==> src/rtl/ppu_ram_responder.sv <==
// Memory-side responder for the PPU nibble-serial RAM bus: captures a 16-bit address over a
// 4-cycle frame, reads a word and returns it nibble-serially READ_DELAY frames later.
// Optional read counter enabled by defining PPU_RAM_RESPONDER_STATS_EN.
module ppu_ram_responder #(
  parameter int RAM_PINS   = 4,
  parameter int ADDR_BITS  = 8,
  parameter int READ_DELAY = 1
) (
  input  logic                 clk,
  input  logic                 reset,
  input  logic [RAM_PINS-1:0]  addr_pins,
  output logic [RAM_PINS-1:0]  data_pins,
  input  logic                 resync,
  output logic [1:0]           phase,
  input  logic                 wr_valid,
  output logic                 wr_ready,
  input  logic [ADDR_BITS-1:0] wr_addr,
  input  logic [15:0]          wr_data,
  output logic [15:0]          read_count
);

  localparam int DLY = (READ_DELAY >= 1 && READ_DELAY <= 3) ? READ_DELAY : 1;

  logic [1:0]          phase_q, phase_d;
  logic [RAM_PINS-1:0] nib_q [3];
  logic [15:0]         mem [2**ADDR_BITS];
  logic [15:0]         full_addr;
  logic [15:0]         rd_word;
  logic [15:0]         load_word;
  logic [15:0]         shift_q, shift_d;
  logic                rd_fire;
  logic                wr_fire;

  // The read fires at the edge ending phase 3, so the host port is closed during that phase.
  assign rd_fire   = (phase_q == 2'd3);
  assign wr_ready  = !reset && (phase_q != 2'd3);
  assign wr_fire   = wr_valid && wr_ready;
  assign full_addr = {addr_pins, nib_q[2], nib_q[1], nib_q[0]};
  assign rd_word   = mem[full_addr[ADDR_BITS-1:0]];
  assign data_pins = shift_q[RAM_PINS-1:0];
  assign phase     = phase_q;

  // NOTE: every variable gets a default at the top of always_comb so no latch is inferred.
  always_comb begin
    phase_d = phase_q + 2'd1;
    shift_d = shift_q >> RAM_PINS;
    if (resync)  phase_d = 2'd0;
    if (rd_fire) shift_d = load_word;
  end

  // NOTE: sequential state uses non-blocking assignments so every register samples pre-edge values.
  always_ff @(posedge clk) begin
    if (reset) begin
      phase_q <= 2'd0;
      shift_q <= '0;
      for (int i = 0; i < 3; i++) nib_q[i] <= '0;
    end else begin
      phase_q <= phase_d;
      shift_q <= shift_d;
      for (int i = 0; i < 3; i++) begin
        if (phase_q == 2'(i)) nib_q[i] <= addr_pins;
      end
    end
  end

  // NOTE: the word array has no reset; clearing it would prevent RAM inference.
  always_ff @(posedge clk) begin
    if (wr_fire) mem[wr_addr] <= wr_data;
  end

  if (DLY == 1) begin : g_no_pipe
    assign load_word = rd_word;
  end else begin : g_pipe
    logic [15:0] pipe_q [DLY-1];

    always_ff @(posedge clk) begin
      if (reset) begin
        for (int i = 0; i < DLY-1; i++) pipe_q[i] <= '0;
      end else if (rd_fire) begin
        pipe_q[0] <= rd_word;
        for (int i = 1; i < DLY-1; i++) pipe_q[i] <= pipe_q[i-1];
      end
    end

    assign load_word = pipe_q[DLY-2];
  end

  // High address bits alias onto the low ones.
  if (ADDR_BITS < 16) begin : g_alias
    logic unused_addr_bits;
    assign unused_addr_bits = ^full_addr[15:ADDR_BITS];
  end

`ifdef PPU_RAM_RESPONDER_STATS_EN
  logic [15:0] read_count_q;

  always_ff @(posedge clk) begin
    if (reset)        read_count_q <= '0;
    else if (rd_fire) read_count_q <= read_count_q + 16'd1;
  end

  assign read_count = read_count_q;
`else
  assign read_count = '0;
`endif

endmodule

==> config.mk <==
export PLATFORM = sky130hd
export DESIGN_NAME = ppu_ram_responder
export DESIGN_NICKNAME = d
export VERILOG_FILES = /design/src/rtl/ppu_ram_responder.sv
export SDC_FILE = /design/constraint.sdc
export NUM_CORES = 2
export LEC_CHECK = 0
export BUFFER_PORTS_ARGS = -buffer_cell sky130_fd_sc_hd__buf_2
export CAP_MARGIN = 25
export CORE_MARGIN = 3
export CORE_UTILIZATION = 37
export DETAILED_ROUTE_END_ITERATION = 7
export PLACE_DENSITY = 0.49
export SLEW_MARGIN = 30
export SYNTH_ARGS = -nofsm -noshare
export SYNTH_HDL_FRONTEND = slang
export SYNTH_MEMORY_MAX_BITS = 65536
export SYNTH_SLANG_ARGS = --single-unit
export TNS_END_PERCENT = 10
==> constraint.sdc <==
create_clock -name clk -period 3.02 [get_ports clk]
set_input_delay 0.151 -clock clk [delete_from_list [all_inputs] [get_ports clk]]
set_output_delay 0.151 -clock clk [all_outputs]
set_load 0.01 [all_outputs]
After elaboration in Yosys (flattened, before gate mapping)
Memory sizes are Yosys's and may differ from the RTL's.
Index checks and enable logic that the tools add are counted.
- add/sub/neg operators: 1
- eq/ne operators: 4
- mux-type cells: 17
- bitwise operators: 4
- reduce and logical (&&, ||, !) cells: 6
- operators by type and width (cell ; number):
    two-way mux 1 bit ; 13
    two-way mux 12 bit ; 1
    two-way mux 4 bit ; 3
    == test 2 bit (second input constant) ; 2
    OR reduction 2 bit ; 2
    OR 1 bit ; 3
    adder 2 x 1 -> 2 bit (second input constant) ; 1
    == test 2 x 1 -> 1 bit (second input constant) ; 1
    logical AND 1 bit ; 2
    logical NOT 2 bit ; 1
    inequality test 2 bit (second input constant) ; 1
    logical NOT 1 bit ; 1
    inverter 1 bit ; 1
- bits in registers: 18
- bits in writable memories: 4108
- input bits: 32
- output and inout port bits: 23
- logic and storage cells: 37
- memories kept: 2
- memory list (memory ; depth ; bits a word ; read ports ; clocked after Yosys merged registers in ; wr ports ; RTL line ; text):
    mem ; 256 ; 16 ; 1 ; 0 ; 1 ; 26 ; logic [15:0] mem [2**ADDR_BITS];
    nib_q ; 3 ; 4 ; 2 ; 0 ; 3 ; 25 ; logic [RAM_PINS-1:0] nib_q [3];

Logic depth before layout (Yosys ltp)
- depth in word-level cells: 5
- depth in mapped cells: 14
- mapped depth without buffers: 8

Worst setup path before layout
No wires, ideal clock.
- path kind: register to register
- start: register phase_q[0], in the netlist phase[0]
- end: memory mem[220][0], enable pin
- library setup time: 0.388 ns
- arrival time: 2.428 ns
- required time: 2.632 ns
- path slack: 0.203 ns
- stages on the path, launching flop included: 8
- buffers on the path: 1
- period minus slack after synthesis: 2.817 ns
- cell sequence: dfxtp_1 -> ha_1 -> nor2_1 -> nand2_1 -> nor3_1 -> nand3_1 -> clkbuf_1 -> nor2_1
- word-level cells in the longest chain between the ends: 5
- RTL lines (item ; RTL line ; text):
    from (decl) ; 24 ; logic [1:0] phase_q, phase_d;
    from (signal assigned) ; 58 ; phase_q <= phase_d;
    inequality test 2 bit ; 36 ; assign wr_ready = !reset && (phase_q != 2'd3);
    logical AND 1 bit ; 36 ;
    logical AND 1 bit ; 37 ; assign wr_fire = wr_valid && wr_ready;
    two-way mux 1 bit ; 68 ; if (wr_fire) mem[wr_addr] <= wr_data;
    two-way mux 1 bit (not written as such) ; 68 ;
    to (decl) ; 26 ;
Every way passes these cells.

==> results.txt <==
- FF+latch count, synth: 4122
* Final Skew: 0.0660 ns
* Leftover overflow at the end of global routing: 0
- Worst endpoint data arrival time: 4.16 ns
- RSZ-0062 raised after global routing: true
- Placer's final routability congestion estimate: 0.841
* Router iterations before antenna repair: 6
- In this run the count of I/O pins placed on the die edge is 55.
* Number of synthesized flops with an enable pin: 4104
- After detailed routing, the number of vias per cell comes to 5.65.
- The internal portion of the total power is 98.0 mW.
- The Yosys step of the flow raised 0 warnings.
- Cell type with the largest total area after synthesis: sky130_fd_sc_hd__edfxtp_1
- Slack of the critical path: -0.280 ns
- The final reports fail on setup timing.
- In the global route stage, overall resource usage came out at 0.226.
- Clock buffer count from CTS: 430
- Setup violations remaining at the end of the flow were counted as 16.
- Placed Area: 177000 µm²
- Post-route cell area: 194000 µm²
* Status: complete, but fails checks
- Routed Antenna Nets: 0
- STA classifies the critical path startpoint as a flop.
* Netlist Area Pre-Place: 159000 µm²
* Least-Margin Pin Slew: 1.06 ns
- Relative to the synthesized area, the layout overhead comes to 22.0%.
* Yosys top cell area share: 0.775
- Starting utilization of the core area: 0.372
* Y dimension of the die: 662 µm
- Number of maximum-capacitance violations: 0
- The via count of the first global-routing pass was 82300.
- Once detailed placement completed, the half-perimeter wirelength came to 310 mm.
* Required time reported for the critical path endpoint: 3.88 ns
- Static Leak: 61.1 nW
* Total design power: 127 mW
- Dividing the final minimum period by the clock period gives 1.09.
* CTS H-Tree Depth: 5
- In the synthesized netlist the dominant register cell turns out to be sky130_fd_sc_hd__edfxtp_1.
- Maximum ir drop on the vdd rail: 0.494 mV
* Seq/Total Area, Yosys: 0.777
* Drt total wl: 498 mm
- Number of vias after detailed routing: 82000
- Clock-pin slew was measured on the worst setup and hold paths at 0.06 ns.
* First-pass GRT wire length: 686 mm
- The number of antenna violations at the first check in global routing is 40.
* Clock network latency to the later pin of the worst-skew pair: 1.01 ns
- The die covers 438000 µm².
- Minimum period implied by the final worst setup slack: 3.30 ns
- Crit path kind: reg -> reg
- Share of post-route cells with drive strength above 1: 0.357
- Timing would allow up to 303 MHz.
- Sequential cell fraction of total power: 0.495
* Hold violation total from the final report: 0
- Reg2Reg Setup Slack: -0.28 ns
- The floorplan has 240 rows.
- Maximum buffer depth of the clock tree: 4
* Mean routed wirelength per cell: 34.3 µm
- Worst slew slack as a fraction of its limit: 0.290
- Critical Path Sink Type: flop
- Clock tree root buffer cell: sky130_fd_sc_hd__clkbuf_16
- Portion of total power attributed to the clock network: 0.411
- Top area cells in the synthesized netlist: sky130_fd_sc_hd__edfxtp_1 (78%), sky130_fd_sc_hd__mux4_2 (13%), sky130_fd_sc_hd__mux2i_1 (2.0%)
- Count of cell types in the netlist: 71
* Final nets: 8507
* Post-synthesis async set-or-reset flop share: 0
- For this run, the share of the core covered by cells in the final layout is 0.454.
- Of the total power, the share spent switching nets is 0.230.
* 1st-iter DRT viols: 10300
- Power dissipated by switching net loads: 29.2 mW
- The number of pins with negative max-slew slack in the final report was 0.
- The share of total power dissipated in combinational logic is 0.093.
- Clock tree synthesis found a total of 4122 sinks.
- Class of the tightest hold or removal check: in -> reg
- In the synthesized netlist, the number of instances is 7193.
- Pin count of the biggest net entering global routing: 108
* Width of the die: 662 µm
- Mean area per synthesized cell: 22.1 µm²
* DRC errors left: 0
- TritonCTS clock tree: yes
- Placeable core region: 428000 µm²
- Input and output buffers added on the ports amount to 38.
- PD cells: 656 nW/µm²
* Maximum fanout count along the critical path: 8
## worst max-delay path: stages, from the launching register on
cell	delay [ns]
sky130_fd_sc_hd__edfxtp_1	0.41
sky130_fd_sc_hd__buf_12	0.18
sky130_fd_sc_hd__buf_16	0.17
sky130_fd_sc_hd__buf_12	0.16
sky130_fd_sc_hd__buf_16	0.14
sky130_fd_sc_hd__buf_4	0.14
sky130_fd_sc_hd__buf_4	0.14
sky130_fd_sc_hd__mux4_2	0.48
sky130_fd_sc_hd__a22oi_1	0.17
sky130_fd_sc_hd__a21oi_1	0.22
sky130_fd_sc_hd__nor2_1	0.34
sky130_fd_sc_hd__o211ai_1	0.19
sky130_fd_sc_hd__buf_4	0.20
sky130_fd_sc_hd__a32o_1	0.21
## sequential cells by signal, summed over array words and instances (netlist names)
| name | count |
|---|---|
| mem | 4096 |
| nib_q | 8 |
| phase | 2 |
| shift_q | 16 |
## cell usage after synthesis, types with 4 or more instances
library cell and count:
sky130_fd_sc_hd__edfxtp_1 4104, sky130_fd_sc_hd__mux4_2 946, sky130_fd_sc_hd__nor2_1 345, sky130_fd_sc_hd__mux2i_1 325, sky130_fd_sc_hd__nand2_1 175, sky130_fd_sc_hd__clkbuf_1 139, sky130_fd_sc_hd__a21oi_1 111, sky130_fd_sc_hd__buf_2 95
sky130_fd_sc_hd__o22ai_1 95, sky130_fd_sc_hd__o221ai_1 88, sky130_fd_sc_hd__buf_6 77, sky130_fd_sc_hd__o21ai_0 70, sky130_fd_sc_hd__buf_4 69, sky130_fd_sc_hd__a22oi_1 68, sky130_fd_sc_hd__nand3_1 54, sky130_fd_sc_hd__nor3_1 46
sky130_fd_sc_hd__a221oi_1 35, sky130_fd_sc_hd__a31oi_1 34, sky130_fd_sc_hd__buf_1 23, sky130_fd_sc_hd__buf_8 20, sky130_fd_sc_hd__mux2_2 20, sky130_fd_sc_hd__and2_1 18, sky130_fd_sc_hd__dfxtp_1 18, sky130_fd_sc_hd__a22o_1 16
sky130_fd_sc_hd__mux4_1 16, sky130_fd_sc_hd__nor2b_1 16, sky130_fd_sc_hd__a211oi_1 15, sky130_fd_sc_hd__nor4_1 15, sky130_fd_sc_hd__o211ai_1 14, sky130_fd_sc_hd__a2111oi_0 10, sky130_fd_sc_hd__inv_1 9, sky130_fd_sc_hd__o31ai_1 8
sky130_fd_sc_hd__or3_1 8, sky130_fd_sc_hd__nand2b_1 7, sky130_fd_sc_hd__a32o_1 6, sky130_fd_sc_hd__and3_1 5, sky130_fd_sc_hd__o211a_1 5, sky130_fd_sc_hd__or2_2 5, sky130_fd_sc_hd__ha_1 4, sky130_fd_sc_hd__nand4_1 4
sky130_fd_sc_hd__o22a_1 4
## layout make-up
cell class / instances / area, µm²
Multi-Input combinational cell: 2647 / 34400
Sequential cell: 4122 / 124000
Tap cell: 5687 / 7120
Clock buffer: 518 / 11200
Fill cell: 36000 / 234000
Clock inverter: 260 / 2510
Timing Repair Buffer: 1260 / 15000
Antenna cell: 16 / 40.0
Inverter: 10 / 52.6
## cell families after synthesis
kind of cell,count (synthesis),synth area share
flip-flops,4122,0.777
multiplexers,1307,0.159
AND/OR/NAND/NOR,712,0.0192
AO/OA/AOI/OAI,608,0.0264
buffers and inverters,439,0.0181
adder cells (fa/ha/maj),4,0.000315
other,1,0.0000236
## power groups by stage
stage | sequential (mW) | combinational, mW | clock [mW]
6_report | 63.0 | 11.8 | 52.3
5_1_grt | 63.0 | 12.3 | 55.4
4_1_cts | 63.0 | 11.8 | 53.3
3_5_place_dp | 64.2 | 10.9 | 0
3_3_place_gp | 64.2 | 10.8 | 0
2_1_floorplan | 64.2 | 5.21 | 0
## what timing repair did
| action | CTS | global route |
|---|---|---|
| cloned | 23 | 1 |
| pin swaps | 56 | 16 |
| resized for setup | 305 | 58 |
| hold endpoints to repair | 2624 | 0 |
| buffers inserted | 76 | 12 |
| setup endpoints to repair | 17 | 18 |
| hold buffers | 29 | 0 |
## layout by cell type, fill, tap and decap left out, types with 17 or more instances in the layout
cell                            count
sky130_fd_sc_hd__a21oi_1           96
sky130_fd_sc_hd__a22oi_1           58
sky130_fd_sc_hd__a31oi_1           31
sky130_fd_sc_hd__and2_1            17
sky130_fd_sc_hd__buf_12           333
sky130_fd_sc_hd__buf_16            36
sky130_fd_sc_hd__buf_2             22
sky130_fd_sc_hd__buf_4            775
sky130_fd_sc_hd__buf_6             27
sky130_fd_sc_hd__buf_8             23
sky130_fd_sc_hd__bufinv_16         42
sky130_fd_sc_hd__clkbuf_1          79
sky130_fd_sc_hd__clkbuf_16        435
sky130_fd_sc_hd__clkinv_1         101
sky130_fd_sc_hd__clkinv_2          75
sky130_fd_sc_hd__clkinvlp_4        19
sky130_fd_sc_hd__dfxtp_1           18
sky130_fd_sc_hd__dlygate4sd3_1     29
sky130_fd_sc_hd__edfxtp_1        4104
sky130_fd_sc_hd__mux2_2            18
sky130_fd_sc_hd__mux2i_1          313
sky130_fd_sc_hd__mux4_2           949
sky130_fd_sc_hd__nand2_1          157
sky130_fd_sc_hd__nand3_1           46
sky130_fd_sc_hd__nor2_1           196
sky130_fd_sc_hd__nor2_2           145
sky130_fd_sc_hd__nor3_1            33
sky130_fd_sc_hd__o21ai_0           48
sky130_fd_sc_hd__o221ai_1          75
sky130_fd_sc_hd__o22ai_1           82
## through the flow
step           instances  setup slack (ns)  hold slack (ns)  setup TNS (ns)
6_report           14500            -0.280           0.0896           -3.63
3_5_place_dp       13600             -1.07            0.326          -12.65
5_1_grt            14500            -0.320            0.110           -4.79
3_3_place_gp       13600             -1.34            0.323          -14.31
4_1_cts            14500            -0.253          0.00512           -3.66
2_1_floorplan       7208             0.203            0.222               0
## routing by layer
| metal | vias to the layer above | wire length, µm | global-route usage |
|---|---|---|---|
| met5 | - | 13 | 0 |
| met4 | 2 | 16300 | 0.0670 |
| met3 | 623 | 34800 | 0.0318 |
| met2 | 3250 | 239000 | 0.364 |
| met1 | 45000 | 208000 | 0.321 |
| li1 | 33100 | - | - |
## path summary, 6_finish.rpt
| check | startpoint | end | depth (start not counted) |
|---|---|---|---|
| min reg2reg | shift_q[4] | shift_q[0] | 1 |
| max | nib_q[0][0] | shift_q[8] | 13 |
| max reg2reg | nib_q[0][0] | shift_q[8] | 13 |
| min | wr_addr[6] | mem[223][10] | 5 |
No activity file was read; power rests on OpenSTA's default activity.
